**config.mk**
```make
export PLATFORM = sky130hd
export DESIGN_NAME = bram_port_arbiter
export DESIGN_NICKNAME = d
export VERILOG_FILES = /design/src/rtl/bram_port_arbiter.sv
export SDC_FILE = /design/constraint.sdc
export NUM_CORES = 1
export LEC_CHECK = 0
export CORE_MARGIN = 2
export CORE_UTILIZATION = 45
export DETAILED_ROUTE_END_ITERATION = 10
export DONT_BUFFER_PORTS = 1
export PLACE_DENSITY = 0.61
export SETUP_SLACK_MARGIN = 0.5
export SYNTH_ARGS = -nofsm -noshare
export SYNTH_HDL_FRONTEND = slang
export SYNTH_SLANG_ARGS = --single-unit
```
**constraint.sdc**
```tcl
create_clock -name clk -period 4.1 [get_ports clk]
set_input_delay 1.025 -clock clk [delete_from_list [all_inputs] [get_ports clk]]
set_output_delay 1.025 -clock clk [all_outputs]
set_load 0.02 [all_outputs]
```
**src/rtl/bram_port_arbiter.sv**
```systemverilog
// Round-robin arbiter sharing one RAMB36E1 port between two requesters, with a tag pipe returning read data.
// Define BRAM_ARB_DOREG_EN when the attached BRAM uses DO_REG=1 (read latency grows from 3 to 4).
module bram_port_arbiter #(
    parameter int ADDR_W = 10,
    parameter int DATA_W = 8
) (
    input  logic                  clk,
    input  logic                  rst,
    input  logic [1:0]            req_valid,
    output logic [1:0]            req_ready,
    input  logic [1:0]            req_we,
    input  logic [2*ADDR_W-1:0]   req_addr,
    input  logic [2*DATA_W-1:0]   req_wdata,
    output logic [1:0]            rsp_valid,
    output logic [DATA_W-1:0]     rsp_rdata,
    output logic                  bram_en,
    output logic                  bram_we,
    output logic [ADDR_W-1:0]     bram_addr,
    output logic [DATA_W-1:0]     bram_wdata,
    input  logic [DATA_W-1:0]     bram_rdata
);

`ifdef BRAM_ARB_DOREG_EN
    localparam int LAT = 4;
`else
    localparam int LAT = 3;
`endif
    localparam int TAG_DEPTH = LAT - 1;

    typedef struct packed {
        logic valid;
        logic id;
    } tag_t;

    logic                      r_prio;
    logic                      r_bram_en;
    logic                      r_bram_we;
    logic [ADDR_W-1:0]         r_bram_addr;
    logic [DATA_W-1:0]         r_bram_wdata;
    logic [1:0]                r_rsp_valid;
    logic [DATA_W-1:0]         r_rsp_rdata;
    tag_t [TAG_DEPTH-1:0]      r_tag;

    logic [1:0]                w_ready;
    logic [1:0]                w_fire;
    logic                      w_fire_any;
    logic                      w_fire_id;
    logic [ADDR_W-1:0]         w_sel_addr;
    logic [DATA_W-1:0]         w_sel_wdata;
    tag_t                      w_new_tag;
    tag_t                      w_last_tag;

    // NOTE: w_ready gets a default before the case so no path leaves it unassigned, which would infer a latch.
    always_comb begin
        w_ready = 2'b00;
        if (!rst) begin
            case (req_valid)
                2'b01:   w_ready = 2'b01;
                2'b10:   w_ready = 2'b10;
                2'b11:   w_ready = r_prio ? 2'b10 : 2'b01;
                default: w_ready = 2'b00;
            endcase
        end
    end

    assign req_ready   = w_ready;
    assign w_fire      = req_valid & w_ready;
    assign w_fire_any  = |w_fire;
    assign w_fire_id   = w_fire[1];
    assign w_sel_addr  = w_fire_id ? req_addr[2*ADDR_W-1:ADDR_W] : req_addr[ADDR_W-1:0];
    assign w_sel_wdata = w_fire_id ? req_wdata[2*DATA_W-1:DATA_W] : req_wdata[DATA_W-1:0];
    assign w_new_tag   = '{valid: w_fire_any && !req_we[w_fire_id], id: w_fire_id};
    assign w_last_tag  = r_tag[TAG_DEPTH-1];

    // NOTE: all state below uses non-blocking assignments so every register samples pre-edge values.
    always_ff @(posedge clk) begin
        if (rst) begin
            r_prio       <= 1'b0;
            r_bram_en    <= 1'b0;
            r_bram_we    <= 1'b0;
            r_bram_addr  <= '0;
            r_bram_wdata <= '0;
            r_rsp_valid  <= 2'b00;
            r_rsp_rdata  <= '0;
            // NOTE: the tag pipe is control state and is cleared so in-flight reads are dropped; bulk data storage would not be reset.
            r_tag        <= '0;
        end else begin
            r_bram_en <= w_fire_any;
            r_bram_we <= w_fire_any && req_we[w_fire_id];
            if (w_fire_any) begin
                r_prio       <= ~w_fire_id;
                r_bram_addr  <= w_sel_addr;
                r_bram_wdata <= w_sel_wdata;
            end
            if (TAG_DEPTH > 1) begin
                r_tag <= {r_tag[TAG_DEPTH-2:0], w_new_tag};
            end else begin
                r_tag[0] <= w_new_tag;
            end
            r_rsp_valid <= {w_last_tag.valid & w_last_tag.id, w_last_tag.valid & ~w_last_tag.id};
            if (w_last_tag.valid) begin
                r_rsp_rdata <= bram_rdata;
            end
        end
    end

    assign bram_en    = r_bram_en;
    assign bram_we    = r_bram_we;
    assign bram_addr  = r_bram_addr;
    assign bram_wdata = r_bram_wdata;
    assign rsp_valid  = r_rsp_valid;
    assign rsp_rdata  = r_rsp_rdata;

endmodule
```
**After elaboration in Yosys (flattened, before gate mapping)**

Index checks and enable logic that the tools add are counted.
W data, S select, Z words.

- Bits in registers: 35
- Bits of input ports: 50
- Logic and storage cells: 31

- Magnitude comparators: 1
- Equality and inequality tests: 3
- Multiplexer cells: 7
- Bitwise gates (word level): 5
- Reduce and logical (&&, ||, !) cells: 4

Operator list:

| kind | count |
|---|---|
| $mux W10 | 1 |
| $mux W8 | 1 |
| $pmux W2 S3 | 1 |
| $eq A2 B2 Y1 const B | 2 |
| $mux W2 | 2 |
| $and A1 B1 Y1 | 2 |
| $and A2 B2 Y2 | 1 |
| $eq A2 B1 Y1 const B | 1 |
| $logic_and A1 B1 Y1 | 2 |
| $lt A1 B2 Y1 const B | 1 |
| $mux W1 | 2 |
| $not A1 Y1 | 2 |
| $reduce_or A2 Y1 | 1 |
| $logic_not A1 Y1 | 1 |

**Longest topological paths before layout**

- Depth after elaboration: 8
- Gate-level depth with buffers: 6

**Least setup slack after synthesis**

OpenSTA, ideal clock, no wires.

- Path kind: input-to-output
- Start: in rst
- End: out req_ready[0]
- Arrival: 2025 ps
- Data required time: 3075 ps
- Slack: 1050 ps
- Stages on the path: 4
- Path through: buf_4 buf_6 clkbuf_1 a211oi_1

- Cells in the longest elaborated chain, start to end: 1

Ends and longest elaborated chain:

| element | line | text |
|---|---|---|
| start: declaration | 8 | `input logic rst,` |
| $mux W2 | 56 | `if (!rst) begin` |
| end: declaration | 10 | `output logic [1:0] req_ready,` |

Every way passes these cells.

**Worst setup path after layout**

- Start: in req_valid[0]
- End: out req_ready[0]

- Cells in the longest elaborated chain, start to end: 3
- Elaborated cells on any way between the ends: 5
- Classes of those cells: 3 x eq/ne; 2 x mux

Ends and longest elaborated chain:

| element | line | text |
|---|---|---|
| start: declaration | 9 | `input logic [1:0] req_valid,` |
| $eq A2 B2 Y1 / $eq A2 B1 Y1 (equally long branches) | 57 | `case (req_valid)` |
| $pmux W2 S3 * | 57 |  |
| $mux W2 * | 56 |  |

Mark *: on every way between the ends. The rest lies on a longest branch, timed or not.

==> metrics.cfg <==
[run_status]
status = complete, no violations

[setup_path]
critical_path_class = input port to primary output
cp_max_fo = 19
cpMaxStageDelayCell = a211oi_1
crit_required_ns = 3.07
cp.arrival_ns = 1.76
rr_startpoint = r_prio$_SDFFE_PP0P_
r2r_slack_ns = 2.52
end_kind = primary output
r2r-end = bram_wdata[0]$_SDFFE_PP0P_
reg2reg_depth = 3
worstPathBufferInverterCount = 1
critPathTopFamily = compound AO/OA/AOI/OAI gates
crit_chain = inv_2 -> a211oi_1
max_stage_delay_ns = 0.65
cp-start-kind = input port

[die]
num_rows = 20
initial_core_util_pct = 48.27
core_area_um2 = 3103
die_area_um2 = 3806
die_height_um = 61.69
dieWidth_um = 61.69
io_pins = 82

[timing]
final.setup.tns_ns = 0
worst_pin_slew_ns = 1.092
max_freq_ghz = 0.3590
finalCritPeriodShare_pct = 67.94
final-hold-violation-count = 0
whs_ns = 0.4195
drv_slew = 0
relSlewSlack_pct = 26.78
setup_viol = 0
setup_ws_ns = 1.314
layout_min_cycle_time_ns = 2.786
clock_skew_ns = 0.01514
rsz0062_at_grt = no

[grt]
grt_pass1_wl_um = 4450
gr-total-overflow = 0
grt_max_degree = 36
grt_pass1_vias = 993
antenna_found_initial = 0
grt_usage_pct = 16.61

[yosys]
ys_top_cells_by_area = dfxtp_1 47%, a2111oi_0 9.9%, a221o_2 6.8%, a221o_1 6.0%, mux2i_1 5.3%
synth.cell_area_um2 = 1498
yosysSeqAreaShare_pct = 46.78
synth_seq_cells = 35
syn-num-nets = 187
yosysTopAreaCell = dfxtp_1
ys_warn_count = 0
synth_cell_types = 31
synth_top_area_share_pct = 46.78
syn_inst = 137
syn-mean-instance-area_um2 = 10.93

[hold_path]
holdPathStages = 1
hold_end = rsp_valid[0]$_SDFF_PP0_
hp-start = r_tag[2]$_SDFF_PP0_
hold_class = register to register

[routing]
routed-wl-met2_um = 1450
drc = 0
dr.first_iter.drc_count = 29
drtPass1Iterations = 4
wl_met3_um = 289
via_per_inst = 6.011
num_vias = 1052
wirelength_um = 2920
drt.antenna.violating_nets = 0
wl_per_cell_um = 16.69
drt-met1-wl_um = 1137
top_layer = met4

[cts]
cts_tree = built
cts.reportedPaths.clkPinSlew_ns = 0.09
clock-sinks = 35
clockBufferDepth = 2
hold_buffers = 0
cts_setup_buffers = 0
cts_made_buffers = 5
clock_latency_ns = 0.33
htreeDepth = 2
ctsResizeCount = 0
root_buffer = clkbuf_4

[cells_and_area]
fin_nets = 181
diodes = 0
n_fill_cell = 307
utilization_pct = 47.58
final_layout_size_suffix_gt1_share_pct = 17.56
design_area_um2 = 1476
area_growth_pct = -1.420

[pwr]
pwr-share-comb_pct = 7.2
peakVddDrop_uv = 173.9
pwr-share-clk_pct = 28.8
switchingPower_mw = 0.1614
p_leak_nw = 0.5807
power_density_nw_per_um2 = 424.5
swShare_pct = 25.74
intPower_mw = 0.4654
power.share.sequential_pct = 64.0

[placed_design]
gp_congestion = 0.6735
dpl_cell_area_um2 = 1420
hpwl_um = 2089
port_buffers = 0
pre_cts_slack_ns = 1.311

[flow_run]
drv_cap = 0

[logic make-up (layout without fill, tap and decap cells)]
family / Yosys count / in the layout / synth area share (%)
multiplexers: 8 / 8 / 5.347
AND/OR/NAND/NOR: 22 / 22 / 8.856
buffers and inverters: 32 / 26 / 13.62
AO/OA/AOI/OAI: 40 / 40 / 25.40
flip-flops: 35 / 35 / 46.78
[layout by cell type, fill, tap and decap left out]
master / instances
mux2i_1: 8
clkinv_2: 1
nor2_1: 10
nand3_1: 1
clkbuf_8: 1
inv_2: 1
dfxtp_1: 35
nand2b_2: 1
a211oi_1: 1
inv_1: 18
clkbuf_4: 5
a21boi_0: 1
a2111oi_1: 1
and3_1: 1
nand2b_1: 1
nor3b_1: 1
a21bo_2: 1
and2_2: 1
nor2b_4: 1
nor3_2: 1
and3b_1: 1
a221o_2: 9
a221o_1: 9
a2111oi_0: 17
a21oi_1: 1
nor2b_1: 2
and2_4: 1
[how the worst max path moves through the flow]
stage	startpoint	endpoint	slack (ns)	cells after the start
after floorplan	rst	req_ready[0]	1.05	4
after global placement	req_valid[0]	req_ready[0]	1.32	2
after detailed placement	req_valid[0]	req_ready[0]	1.31	2
after CTS	req_valid[0]	req_ready[0]	1.31	2
after global routing	req_valid[0]	req_ready[0]	1.24	2
final	req_valid[0]	req_ready[0]	1.31	2
[area by class of cell]
| type | instances | area, µm² | area share (%) |
|---|---|---|---|
| multi-input cells | 70 | 593.1 | 40.17 |
| inverters | 19 | 71.32 | 4.830 |
| flip-flops and latches | 35 | 700.7 | 47.46 |
| clock inverters | 1 | 5.005 | 0.3390 |
| clock buffers | 6 | 51.30 | 3.475 |
| well taps | 44 | 55.05 | 3.729 |
[synthesized netlist by cell type]
master	number
clkbuf_1	2
buf_8	1
a21boi_0	1
and3b_1	1
buf_2	3
nand3_1	1
a221o_1	9
clkbuf_8	1
and2_4	1
dfxtp_1	35
and3_1	1
nor2b_1	2
nand2b_1	1
nor2_1	10
buf_4	2
buf_6	3
and2_2	1
inv_2	1
bufbuf_16	1
a2111oi_0	17
nor3_2	1
nor2b_4	1
nand2b_2	1
nor3b_1	1
a2111oi_1	1
a21oi_1	1
a21bo_2	1
a221o_2	9
a211oi_1	1
mux2i_1	8
inv_1	18
[routing by layer]
metal  vias to the layer above  track usage [%]
li1                        500                -
met1                       488            16.35
met2                        58            27.97
met3                         6            9.731
met4                         0            7.903
met5                         -                0
[flip-flops by register name, indices dropped and copies added (netlist names)]
name        cells
bram_en         1
rsp_rdata       8
r_tag           4
r_prio          1
bram_wdata      8
bram_addr      10
bram_we         1
rsp_valid       2
[power groups by stage]
stage / Clock, mW / Combinational, mW / Sequential, mW
final: 0.181 / 0.0450 / 0.401
after CTS: 0.190 / 0.0458 / 0.402
after global routing: 0.209 / 0.0512 / 0.405
after floorplan: 0 / 0.0610 / 0.401
after detailed placement: 0 / 0.0456 / 0.409
after global placement: 0 / 0.0436 / 0.409
[through the flow]
| stage | instances | total power, mW |
|---|---|---|
| global route | 175 | 0.6654 |
| finish | 175 | 0.6268 |
| detailed placement | 168 | 0.4545 |
| CTS | 175 | 0.6369 |
| global placement | 168 | 0.4524 |
| floorplan | 137 | 0.4620 |
Power figures use the tool's default switching activity.
